===== src/rtl/sfu_pkg.sv =====
// Shared encodings for the serial flow unit: operation modes and FSM states.
package sfu_pkg;

  localparam logic [1:0] MODE_ADD = 2'b00;
  localparam logic [1:0] MODE_SUB = 2'b01;
  localparam logic [1:0] MODE_CMP = 2'b10;

  typedef enum logic {
    ST_IDLE = 1'b0,
    ST_RUN  = 1'b1
  } state_e;

endpackage


===== src/rtl/serial_bit_alu.sv =====
// Combinational per-bit core: one full-adder step for add/sub, one tracker step for compare.
module serial_bit_alu
  import sfu_pkg::*;
(
  input  logic       a_i,
  input  logic       b_i,
  input  logic       carry_i,
  input  logic [1:0] mode_i,
  input  logic       eq_t_i,
  input  logic       gt_t_i,
  output logic       res_o,
  output logic       carry_o,
  output logic       eq_t_o,
  output logic       gt_t_o
);

  logic b_eff;

  always_comb begin
    // NOTE: every output is assigned up front so no path through the block can infer a latch.
    b_eff   = (mode_i == MODE_SUB) ? ~b_i : b_i;
    res_o   = a_i ^ b_eff ^ carry_i;
    carry_o = (a_i & b_eff) | (a_i & carry_i) | (b_eff & carry_i);
    eq_t_o  = eq_t_i & (a_i ~^ b_i);
    // LSB-first: a later (more significant) differing bit overrides earlier ones.
    gt_t_o  = (a_i != b_i) ? a_i : gt_t_i;
    if (mode_i == MODE_CMP) begin
      res_o   = 1'b0;
      carry_o = carry_i;
    end
  end

endmodule


===== src/rtl/serial_flow_unit.sv =====
// Two-line serial add/subtract/compare unit: LSB-first words of WORD_W bits, registered outputs.
module serial_flow_unit
  import sfu_pkg::*;
#(
  parameter int WORD_W = 8
) (
  input  logic       clk,
  input  logic       rst,
  input  logic       clr,
  input  logic       in_valid,
  input  logic       line1,
  input  logic       line2,
  input  logic [1:0] mode,
  output logic       outp,
  output logic       out_valid,
  output logic       word_done,
  output logic       overflw,
  output logic       eq,
  output logic       gt
);

  localparam int CNT_W = $clog2(WORD_W);

  state_e             state_q, state_d;
  logic [CNT_W-1:0]   cnt_q, cnt_d;
  logic               carry_q, carry_d;
  logic [1:0]         mode_q, mode_d;
  logic               eq_t_q, eq_t_d, gt_t_q, gt_t_d;
  logic               outp_q, outp_d, out_valid_q, out_valid_d, word_done_q, word_done_d;
  logic               overflw_q, overflw_d, eq_q, eq_d, gt_q, gt_d;

  logic               last_bit;
  logic [1:0]         op_mode;
  logic               carry_in, eq_in, gt_in;
  logic               alu_res, alu_carry, alu_eq, alu_gt;

  assign last_bit = (state_q == ST_RUN) && (cnt_q == CNT_W'(WORD_W - 1));

  // Bit 0 uses the live mode and fresh initial values; later bits use the latched context.
  assign op_mode  = (state_q == ST_IDLE) ? mode : mode_q;
  assign carry_in = (state_q == ST_IDLE) ? (mode == MODE_SUB) : carry_q;
  assign eq_in    = (state_q == ST_IDLE) ? 1'b1 : eq_t_q;
  assign gt_in    = (state_q == ST_IDLE) ? 1'b0 : gt_t_q;

  serial_bit_alu u_alu (
    .a_i     (line1),
    .b_i     (line2),
    .carry_i (carry_in),
    .mode_i  (op_mode),
    .eq_t_i  (eq_in),
    .gt_t_i  (gt_in),
    .res_o   (alu_res),
    .carry_o (alu_carry),
    .eq_t_o  (alu_eq),
    .gt_t_o  (alu_gt)
  );

  always_ff @(posedge clk or posedge rst) begin
    if (rst) begin
      state_q <= ST_IDLE;
    end else begin
      // NOTE: sequential state always uses non-blocking assignment so all registers update together.
      state_q <= state_d;
    end
  end

  always_comb begin
    state_d = state_q;
    if (clr) begin
      state_d = ST_IDLE;
    end else if (in_valid) begin
      unique case (state_q)
        ST_IDLE: state_d = ST_RUN;
        ST_RUN:  state_d = last_bit ? ST_IDLE : ST_RUN;
        default: state_d = ST_IDLE;
      endcase
    end
  end

  always_comb begin
    cnt_d       = cnt_q;
    carry_d     = carry_q;
    mode_d      = mode_q;
    eq_t_d      = eq_t_q;
    gt_t_d      = gt_t_q;
    outp_d      = 1'b0;
    out_valid_d = 1'b0;
    word_done_d = 1'b0;
    overflw_d   = overflw_q;
    eq_d        = eq_q;
    gt_d        = gt_q;
    if (clr) begin
      cnt_d     = '0;
      carry_d   = 1'b0;
      eq_t_d    = 1'b0;
      gt_t_d    = 1'b0;
      overflw_d = 1'b0;
      eq_d      = 1'b0;
      gt_d      = 1'b0;
    end else if (in_valid) begin
      mode_d      = op_mode;
      cnt_d       = last_bit ? '0 : cnt_q + 1'b1;
      carry_d     = alu_carry;
      eq_t_d      = alu_eq;
      gt_t_d      = alu_gt;
      outp_d      = alu_res;
      out_valid_d = 1'b1;
      if (last_bit) begin
        word_done_d = 1'b1;
        overflw_d   = (op_mode == MODE_SUB) ? ~alu_carry :
                      (op_mode == MODE_CMP) ? 1'b0 : alu_carry;
        eq_d        = (op_mode == MODE_CMP) & alu_eq;
        gt_d        = (op_mode == MODE_CMP) & alu_gt;
      end
    end
  end

  always_ff @(posedge clk or posedge rst) begin
    if (rst) begin
      cnt_q       <= '0;
      carry_q     <= 1'b0;
      mode_q      <= MODE_ADD;
      eq_t_q      <= 1'b0;
      gt_t_q      <= 1'b0;
      outp_q      <= 1'b0;
      out_valid_q <= 1'b0;
      word_done_q <= 1'b0;
      overflw_q   <= 1'b0;
      eq_q        <= 1'b0;
      gt_q        <= 1'b0;
    end else begin
      cnt_q       <= cnt_d;
      carry_q     <= carry_d;
      mode_q      <= mode_d;
      eq_t_q      <= eq_t_d;
      gt_t_q      <= gt_t_d;
      outp_q      <= outp_d;
      out_valid_q <= out_valid_d;
      word_done_q <= word_done_d;
      overflw_q   <= overflw_d;
      eq_q        <= eq_d;
      gt_q        <= gt_d;
    end
  end

  assign outp      = outp_q;
  assign out_valid = out_valid_q;
  assign word_done = word_done_q;
  assign overflw   = overflw_q;
  assign eq        = eq_q;
  assign gt        = gt_q;

endmodule


===== config.mk =====
export PLATFORM = sky130hd
export DESIGN_NAME = serial_flow_unit
export DESIGN_NICKNAME = d
export VERILOG_FILES = /design/src/rtl/sfu_pkg.sv /design/src/rtl/serial_bit_alu.sv /design/src/rtl/serial_flow_unit.sv
export SDC_FILE = /design/constraint.sdc
export NUM_CORES = 1
export LEC_CHECK = 0
export CAP_MARGIN = 20
export CORE_MARGIN = 1
export CORE_UTILIZATION = 28
export CTS_CLUSTER_SIZE = 14
export DETAILED_ROUTE_END_ITERATION = 8
export GPL_TIMING_DRIVEN = 0
export SLEW_MARGIN = 20
export SYNTH_ARGS = -nofsm -noshare
export SYNTH_HDL_FRONTEND = slang
export SYNTH_SLANG_ARGS = --single-unit

===== constraint.sdc =====
create_clock -name clk -period 2.08 [get_ports clk]
set_input_delay 0.416 -clock clk [delete_from_list [all_inputs] [get_ports clk]]
set_output_delay 0.416 -clock clk [all_outputs]
set_load 0.03 [all_outputs]

==> results of run 1 <==
power groups by stage:
| stage | Clock (mW) | Combinational [mW] | Sequential, mW |
|---|---|---|---|
| 2_1_floorplan | 0 | 0.0740 | 0.333 |
| 3_3_place_gp | 0 | 0.117 | 0.328 |
| 3_5_place_dp | 0 | 0.119 | 0.329 |
| 4_1_cts | 0.169 | 0.120 | 0.324 |
| 5_1_grt | 0.182 | 0.143 | 0.328 |
| 6_report | 0.163 | 0.126 | 0.325 |
worst min-delay path by stage:
stage / startpoint / to / slack (ps) / cells past startpoint
final: mode[0] / mode_q[0] / 440 / 2
after global routing: mode[0] / mode_q[0] / 460 / 2
after CTS: in_valid / state_q / 460 / 3
after detailed placement: eq / eq / 490 / 2
after global placement: eq / eq / 470 / 2
after floorplan: rst / carry_q / 320 / 1
state kept, by name (all words and copies together) (netlist names):
| register | count |
|---|---|
| carry_q | 1 |
| cnt_q | 3 |
| eq | 1 |
| eq_t_q | 1 |
| gt | 1 |
| gt_t_q | 1 |
| mode_q | 2 |
| out_valid | 1 |
| outp | 1 |
| overflw | 1 |
| state_q | 1 |
| word_done | 1 |
layer usage:
metal  GRT usage (%)  part of all wire, %  vias to the layer above
met2            19.3                   45                       12
li1                -                    -                      297
met1            15.1                   51                      276
met4            2.56                    0                        0
met5               0                    0                        -
met3            3.33                  3.7                        0
synth_stat cells, drive strengths merged:
| master | n |
|---|---|
| dfrtp | 15 |
| a21oi | 7 |
| nor2 | 7 |
| nand2 | 6 |
| inv | 5 |
| nand3 | 4 |
| o21ai | 3 |
| and3 | 2 |
| buf | 2 |
| clkbuf | 2 |
| ha | 2 |
| nand2b | 2 |
| nand3b | 2 |
| nor3b | 2 |
| xnor2 | 2 |
| a211oi | 1 |
| a21o | 1 |
| a31oi | 1 |
| and2 | 1 |
| and2b | 1 |
| and3b | 1 |
| fa | 1 |
| maj3 | 1 |
| mux2 | 1 |
| mux2i | 1 |
| nor3 | 1 |
| o41ai | 1 |
| or4 | 1 |
| xor2 | 1 |
repair_timing:
action | CTS | global route
setup buffers | 0 | 1
resized for setup | 1 | 5
setup endpoints to repair | 1 | 1
hold buffers | 0 | 0
pin swaps | 0 | 4
worst max-delay path: stages (launching register included):
cell      delay, ps
dfrtp_1         400
buf_6           150
nor3b_4         200
a31oi_1          70
xnor2_1         160
fa_2            400
nor3b_2         180
a21oi_1          60
a211oi_1        200
metrics by stage:
step	instance area (sq um)	setup TNS, ps	hold slack [ps]	setup slack, ps	power, mW
detailed placement	931	-578	488	-369	0.449
global route	988	0	461	14.9	0.653
finish	988	0	445	180	0.615
global placement	931	-454	467	-319	0.445
CTS	962	0	461	6.12	0.613
floorplan	773	0	317	224	0.408
cell families after synthesis:
group	count (synthesis)	share of synthesized area [%]
AOI/OAI and AO/OA	14	11.0
xor gates and xnor gates	3	3.40
buffers and inverters	9	5.50
muxes	2	2.75
DFF	15	48.5
and+or+nand+nor	30	21.7
adders and majority gates	4	7.12
area by class of cell:
| class | count | area [sq um] | share of cell area, % |
|---|---|---|---|
| Tap cell | 30 | 37.5 | 3.80 |
| Sequential cell | 15 | 375 | 38.0 |
| Inverter | 5 | 18.8 | 1.90 |
| Clock buffer | 4 | 26.3 | 2.66 |
| Buffer | 4 | 23.8 | 2.41 |
| Multi-Input combinational cell | 53 | 374 | 37.8 |
| Timing Repair Buffer | 13 | 133 | 13.4 |
==> results.toml, run 1 <==
[outcome]
status = "finished, final reports clean"

[cells_and_area]
final_layout_size_suffix_gt1_share_pct = 18.1
layout_common_cells = "15 x dfrtp_1, 10 x clkdlybuf4s50_1, 7 x nor2_1"
antenna_cells = 0
final_util_pct = 38.8
syn_to_final_growth_pct = 27.8
final_common_cell = "dfrtp_1"
final_cells = 124
fill_cells = 261
fin_nets = 106

[place]
port_buffers = 12
gp_congestion = 0.750
hpwlAfterDp_um = 1100
placedCellCount = 119

[sta]
fin_skew_ps = 3.15
report.final.slew_viol_count = 0
min_period_ps = 1900
max_freq_mhz = 526
worst_pin_slew_ps = 568
hold_viol = 0
rsz0062_at_grt = "false"
setup_viol = 0
slew_headroom_pct = 62.1
post-route-period-util_pct = 91.4

[power]
power_density_nw_per_um2 = 622
p_sw_mw = 0.167
ir_drop_mv = 0.235
seqPwrFrac_pct = 52.8
clkPwrFrac_pct = 26.6
p_comb_share_pct = 20.6
p_int_mw = 0.448
p_leak_nw = 0.456
swShare_pct = 27.1

[cts]
cts_inserted_buffers = 3
cts_root_buffer = "clkbuf_4"
tritoncts = "yes"
clkSinkCount = 15
worstSkewPairLatency_ps = 270
max-clock-path-buffers = 2
cts.reportedPaths.clkPinSlew_ps = 90
cts-htree-levels = 1

[setup_path]
crit_path_end = "overflw"
r2r_start = "state_q"
cp_data_required_time_ps = 2270
endpoint_kind = "register"
cp.arrival_ps = 2090
r2r_cells = 8
reg2reg_to = "overflw"
r2r_slack_ps = 180
start_kind = "register"
critPathLaunch = "state_q"
cp_max_fo = 10
path_class = "register to register"

[run]
cap_viol_max_count = 0

[yosys]
yosysSeqAreaShare_pct = 48.5
yosysTopAreaCell = "dfrtp_1"
syn-num-nets = 88
synth_cells = 77
syn_area_per_cell_sq_um = 10.0
yosys.area.top_type_share_pct = 48.5
netlist_area_sq_um = 773
synth_cell_types = 32
ys_seq_elements = 15
synthTopCellsByArea = "dfrtp_1 49%, a21oi_1 3.9%, nor2_1 3.4%, ha_1 3.2%, nand2_1 2.9%"
synth_warnings = 0

[floorplanning]
die_x_um = 54.6
core_sq_um = 2540
dieArea_sq_um = 2980
fp-row-count = 18
start_util_pct = 30.4
die_h_um = 54.6
num_io_pins = 14

[grt]
antenna_found_initial = 0
grt_pass1_vias = 564
grt_pass1_wl_um = 2480
grt_max_degree = 16
grt_use_total_pct = 11.7
overflow = 0

[drt]
drt-total-wl_um = 1390
avgViaCountPerCell = 4.72
num_vias = 585
wl_per_cell_um = 11.2
drtIter0Drc = 3
dr.pass1.iters = 4
ant_nets = 0
drc = 0

[worst_hold_path]
hp-class = "input pin to register"
Power figures use the tool's default switching activity.
==> run 2: changes to the inputs <==
--- a/config.mk
+++ b/config.mk
@@ -14,4 +14,5 @@
 export SLEW_MARGIN = 20
 export SYNTH_ARGS = -nofsm -noshare
 export SYNTH_HDL_FRONTEND = slang
+export SYNTH_HIERARCHICAL = 1
 export SYNTH_SLANG_ARGS = --single-unit
==> results.toml, run 2 <==
[yosys]
synthFlopType = "dfrtp_1"
synth_warnings = 6
syn-num-nets = 86
synth-edff-count = 0
async_flop_share_pct = 100
synth_cell_types = 26
synth_cells = 75
synthTopCellsByArea = "dfrtp_1 46%, mux2i_1 4.9%, nand2b_1 4.6%, nand2b_4 3.3%, and2_1 3.0%"
yosysSeqAreaShare_pct = 45.7
synth.most_common_cell = "dfrtp_1"
syn_area_per_cell_sq_um = 11.0
yosysTopAreaCell = "dfrtp_1"
netlist_area_sq_um = 822
synth_common_cells = "15 x dfrtp_1, 6 x nand2_1, 6 x nand2b_1"
yosys.area.top_type_share_pct = 45.7
ys_seq_elements = 15

[run]
cap_viol_max_count = 0

[setup_path]
crit_buf_inv = 2
crit_top_cell = "nand3_1"
path_class = "register to register"
start_kind = "register"
critPathMaxStageDelay_ps = 350
cp_data_required_time_ps = 2250
cp_max_fo = 4
crit_slowest_cell = "dfrtp_1"
path_cells = "buf_6, mux2i_4, inv_2, nand2b_4, xnor2_1, fa_2, mux2_4, xor2_1, nand3_1, nand3_1"
endpoint_kind = "register"
cp.arrival_ps = 2220
path_delay_family = "multiplexers"

[outcome]
status = "finished, final reports clean"

[place]
hpwlAfterDp_um = 1150
port_buffers = 12
placedCellCount = 118
postPlaceCellArea_sq_um = 988
gp_congestion = 0.742

[drt]
drc = 0
ant_nets = 0
drt-total-wl_um = 1500
num_vias = 596
wl_per_cell_um = 11.9
drtIter0Drc = 5
avgViaCountPerCell = 4.73
dr.pass1.iters = 2

[grt]
grt_pass1_wl_um = 2750
overflow = 0
grt_max_degree = 16
grt_use_total_pct = 11.3
grt_pass1_vias = 623
antenna_found_initial = 0

[cells_and_area]
top_register = "cnt_q"
layout_common_cells = "15 x dfrtp_1, 11 x clkdlybuf4s50_1, 6 x nand2_1"
final_cells = 126
final_area_sq_um = 1050
largest_register_ffs = 3
top_regs = "cnt_q (3), mode_q (2)"
antenna_cells = 0
syn_to_final_growth_pct = 27.9
final_layout_size_suffix_gt1_share_pct = 22.1
fin_nets = 107
final_common_cell = "dfrtp_1"

[cts]
tritoncts = "yes"
max-clock-path-buffers = 2
worstSkewPairLatency_ps = 280
cts.reportedPaths.clkPinSlew_ps = 90
cts-htree-levels = 1
clkSinkCount = 15
cts_inserted_buffers = 3
cts_root_buffer = "clkbuf_4"
cts_hold_buf = 0

[sta]
fin_skew_ps = 4.82
max_freq_mhz = 489
worst_pin_slew_ps = 569
post-route-period-util_pct = 98.4
slew_headroom_pct = 62.0
rsz0062_at_grt = "true"
setup_viol = 0
report.final.slew_viol_count = 0
fin_tns_setup_ps = 0
hold_viol = 0
fin_hold_ws_ps = 311
min_period_ps = 2050

[power]
p_leak_nw = 0.492
p_total_mw = 0.638
ir_drop_mv = 0.340
power_density_nw_per_um2 = 607

[floorplanning]
die_h_um = 56.2
fp-row-count = 19
start_util_pct = 29.8
die_x_um = 56.2
dieArea_sq_um = 3160
core_sq_um = 2760
num_io_pins = 14

[worst_hold_path]
hp-class = "input pin to register"
## run 2: power breakdown
part	leakage (nW)	total (mW)	switching [mW]	internal, mW
Sequential	0.201	0.322	0.0138	0.308
Clock	0.0177	0.168	0.0962	0.0714
Combinational	0.273	0.149	0.0694	0.0797
Total	0.492	0.638	0.179	0.459
## run 2: per-layer routing
| metal | wire length, um | share of wire, % | track usage (%) |
|---|---|---|---|
| met3 | 46 | 3.1 | 2.33 |
| met4 | 20 | 1.3 | 5.23 |
| met2 | 721 | 48 | 19.0 |
| met1 | 707 | 47 | 13.9 |
| met5 | 0 | 0 | 0 |
## run 2: timing repair
action	4_1_cts	5_1_grt
setup endpoints to repair	2	1
buffers inserted	3	1
cloned	0	0
gates resized for setup	4	0
## run 2: layout make-up
cell class	instances	area [sq um]
clock buffer	3	22.5
sequential	15	375
buffer	3	27.5
inverter	4	15.0
timing repair buffer	16	149
tap	31	38.8
multi-input combinational	53	418
clock inverter	1	5.00
fill	279	1710
## run 2: logic make-up after synthesis
family,after synthesis,synth area share [%]
adder cells (fa/ha/maj),3,5.48
buffers and inverters,7,5.17
XOR/XNOR,3,3.20
flip-flops,15,45.7
multiplexers,6,9.44
AND/OR/NAND/NOR,30,23.0
AO/OA/AOI/OAI,11,8.07
## run 2: path summary, 6_finish.rpt
kind | slack [ps] | end | from | cells past startpoint
min in group asynchronous | 480 | state_q | rst | 2
min | 310 | cnt_q[1] | clr | 2
max in group asynchronous | 1230 | overflw | rst | 2
max reg2reg | 30 | overflw | state_q | 10
max | 30 | overflw | state_q | 10
min reg2reg | 520 | gt | gt | 1
## run 2: through the flow
stage | utilization (%) | setup WS [ps]
final | 38.1 | 33.1
after global routing | 38.1 | -90.8
after CTS | 37.8 | -1.62
after detailed placement | 35.8 | -465
after global placement | 35.8 | -464
after floorplan | - | 1.12
==> run 3: changes to the inputs <==
--- a/config.mk
+++ b/config.mk
@@ -7,7 +7,7 @@
 export LEC_CHECK = 0
 export CAP_MARGIN = 20
 export CORE_MARGIN = 1
-export CORE_UTILIZATION = 28
+export CORE_UTILIZATION = 25
 export CTS_CLUSTER_SIZE = 14
 export DETAILED_ROUTE_END_ITERATION = 8
 export GPL_TIMING_DRIVEN = 0
==> results.toml, run 3 (synthesis results as in run 2) <==
[sta]
setup_viol = 1
setup_ws_ps = -12.0
worst_pin_slew_ps = 571
max_freq_mhz = 478
fin_skew_ps = 3.89
hold_viol = 0
post-route-period-util_pct = 101
slew_headroom_pct = 61.9
report.final.slew_viol_count = 0
min_period_ps = 2090
rsz0062_at_grt = "true"

[grt]
antenna_found_initial = 0
grt_pass1_wl_um = 2580
overflow = 0
grt_pass1_vias = 619
grt_max_degree = 16
grt_use_total_pct = 9.97

[setup_path]
r2r_slack_ps = -10
cp.arrival_ps = 2260
path_cells = "clkdlybuf4s50_1, mux2i_2, inv_2, nand2b_4, xnor2_1, fa_2, mux2_4, xor2_2, nand3_1, nand3_1"
reg2reg_to = "overflw"
path_delay_family = "buffers and inverters"
crit_slowest_cell = "clkdlybuf4s50_1"
r2r_start = "state_q"
crit_top_cell = "nand3_1"
critPathMaxStageDelay_ps = 450
cp_data_required_time_ps = 2250
cp_max_fo = 3
crit_buf_inv = 2
path_class = "input pin to register"
endpoint_kind = "register"
start_kind = "input pin"
r2r_cells = 10

[worst_hold_path]
holdPathEnd = "cnt_q[1]"
holdCritStartpoint = "clr"
min_path_cells = 2
hp-class = "input pin to register"

[cts]
cts.reportedPaths.clkPinSlew_ps = 90
cts_root_buffer = "clkbuf_4"
cts_inserted_buffers = 3
max-clock-path-buffers = 2
cts-htree-levels = 1
clkSinkCount = 15
worstSkewPairLatency_ps = 280
tritoncts = "yes"

[cells_and_area]
antenna_cells = 0
final_common_cell = "dfrtp_1"
fill_cells = 304
top_register = "cnt_q"
final_cells = 143
layout_common_cells = "15 x dfrtp_1, 11 x clkdlybuf4s50_1, 8 x buf_4"
largest_register_ffs = 3
final_util_pct = 35.9
syn_to_final_growth_pct = 34.2
final_area_sq_um = 1100
top_regs = "cnt_q (3), mode_q (2)"
fin_nets = 111
final_layout_size_suffix_gt1_share_pct = 25.3

[drt]
ant_nets = 0
dr.pass1.iters = 2
drt-total-wl_um = 1580
wl_per_cell_um = 11.0
drc = 0
drtIter0Drc = 7
avgViaCountPerCell = 4.27
num_vias = 611

[place]
port_buffers = 12
hpwlAfterDp_um = 1140
dp_slack_ps = -484
postPlaceCellArea_sq_um = 1000
placedCellCount = 131
gp_congestion = 0.706

[floorplanning]
die_h_um = 59.3
start_util_pct = 26.7
core_sq_um = 3080
num_io_pins = 14
die_x_um = 59.3
fp-row-count = 20
dieArea_sq_um = 3520

[power]
p_leak_nw = 0.509
ir_drop_mv = 0.192
power_density_nw_per_um2 = 593

[outcome]
violations = "negative setup slack"
status = "finished with violations"

[run]
cap_viol_max_count = 0
-- run 3: changes by cell type in the layout (fill, tap and decap cells not counted), sizes merged --
| cell | delta |
|---|---|
| buf | +4 |
| clkbuf | +1 |
| clkinv | -1 |
-- run 3: worst max-delay path by stage --
stage,cells after the start,from,slack [ps],endpoint
after floorplan,10,state_q,1,overflw
after global placement,10,mode[1],-450,overflw
after detailed placement,10,mode[1],-480,overflw
after CTS,10,state_q,-3,overflw
after global routing,10,state_q,-70,overflw
final,10,mode[0],-10,overflw
-- run 3: final cells by class --
type / instances / area, sq um / area share (%)
Sequential cell: 15 / 375 / 34.0
Clock buffer: 4 / 26.3 / 2.38
Multi-Input combinational cell: 53 / 425 / 38.5
Timing Repair Buffer: 20 / 179 / 16.2
Tap cell: 44 / 55.1 / 4.99
Inverter: 4 / 15.0 / 1.36
Buffer: 3 / 27.5 / 2.49
-- run 3: power by group --
| group | switching (mW) | internal [mW] | total, mW |
|---|---|---|---|
| sequential | 0.0143 | 0.308 | 0.322 |
| clock | 0.0893 | 0.0744 | 0.164 |
| combinational | 0.0770 | 0.0916 | 0.169 |
| total | 0.181 | 0.474 | 0.655 |
-- run 3: per-stage QoR --
step | hold WS [ps] | TNS (ps) | total power, mW
4_1_cts | 314 | -3.12 | 0.645
3_3_place_gp | 486 | -970 | 0.462
6_report | 310 | -12.0 | 0.655
2_1_floorplan | 317 | 0 | 0.425
3_5_place_dp | 480 | -1070 | 0.467
5_1_grt | 304 | -71.7 | 0.688
-- run 3: repair_timing --
item,4_1_cts,5_1_grt
gates resized for setup,3,3
hold buffers,0,0
buffers inserted,6,2
setup endpoints to repair,2,1
-- run 3: worst register-to-register path, delay by kind of cell, from the launching register on --
kind | cells | cell delay [ps]
buffers and inverters | 2 | 180
adder cells (fa/ha/maj) | 1 | 330
flip-flops | 1 | 350
multiplexers | 2 | 540
AND/OR/NAND/NOR | 3 | 270
XOR/XNOR | 2 | 310
-- run 3: routing by layer --
layer / share of wire (%) / global-route usage, % / vias to the layer above
met2: 50 / 16.5 / 11
met5: 0 / 0 / -
li1: - / - / 298
met3: 2.8 / 1.97 / 4
met1: 46 / 11.8 / 298
met4: 1.8 / 6.12 / 0
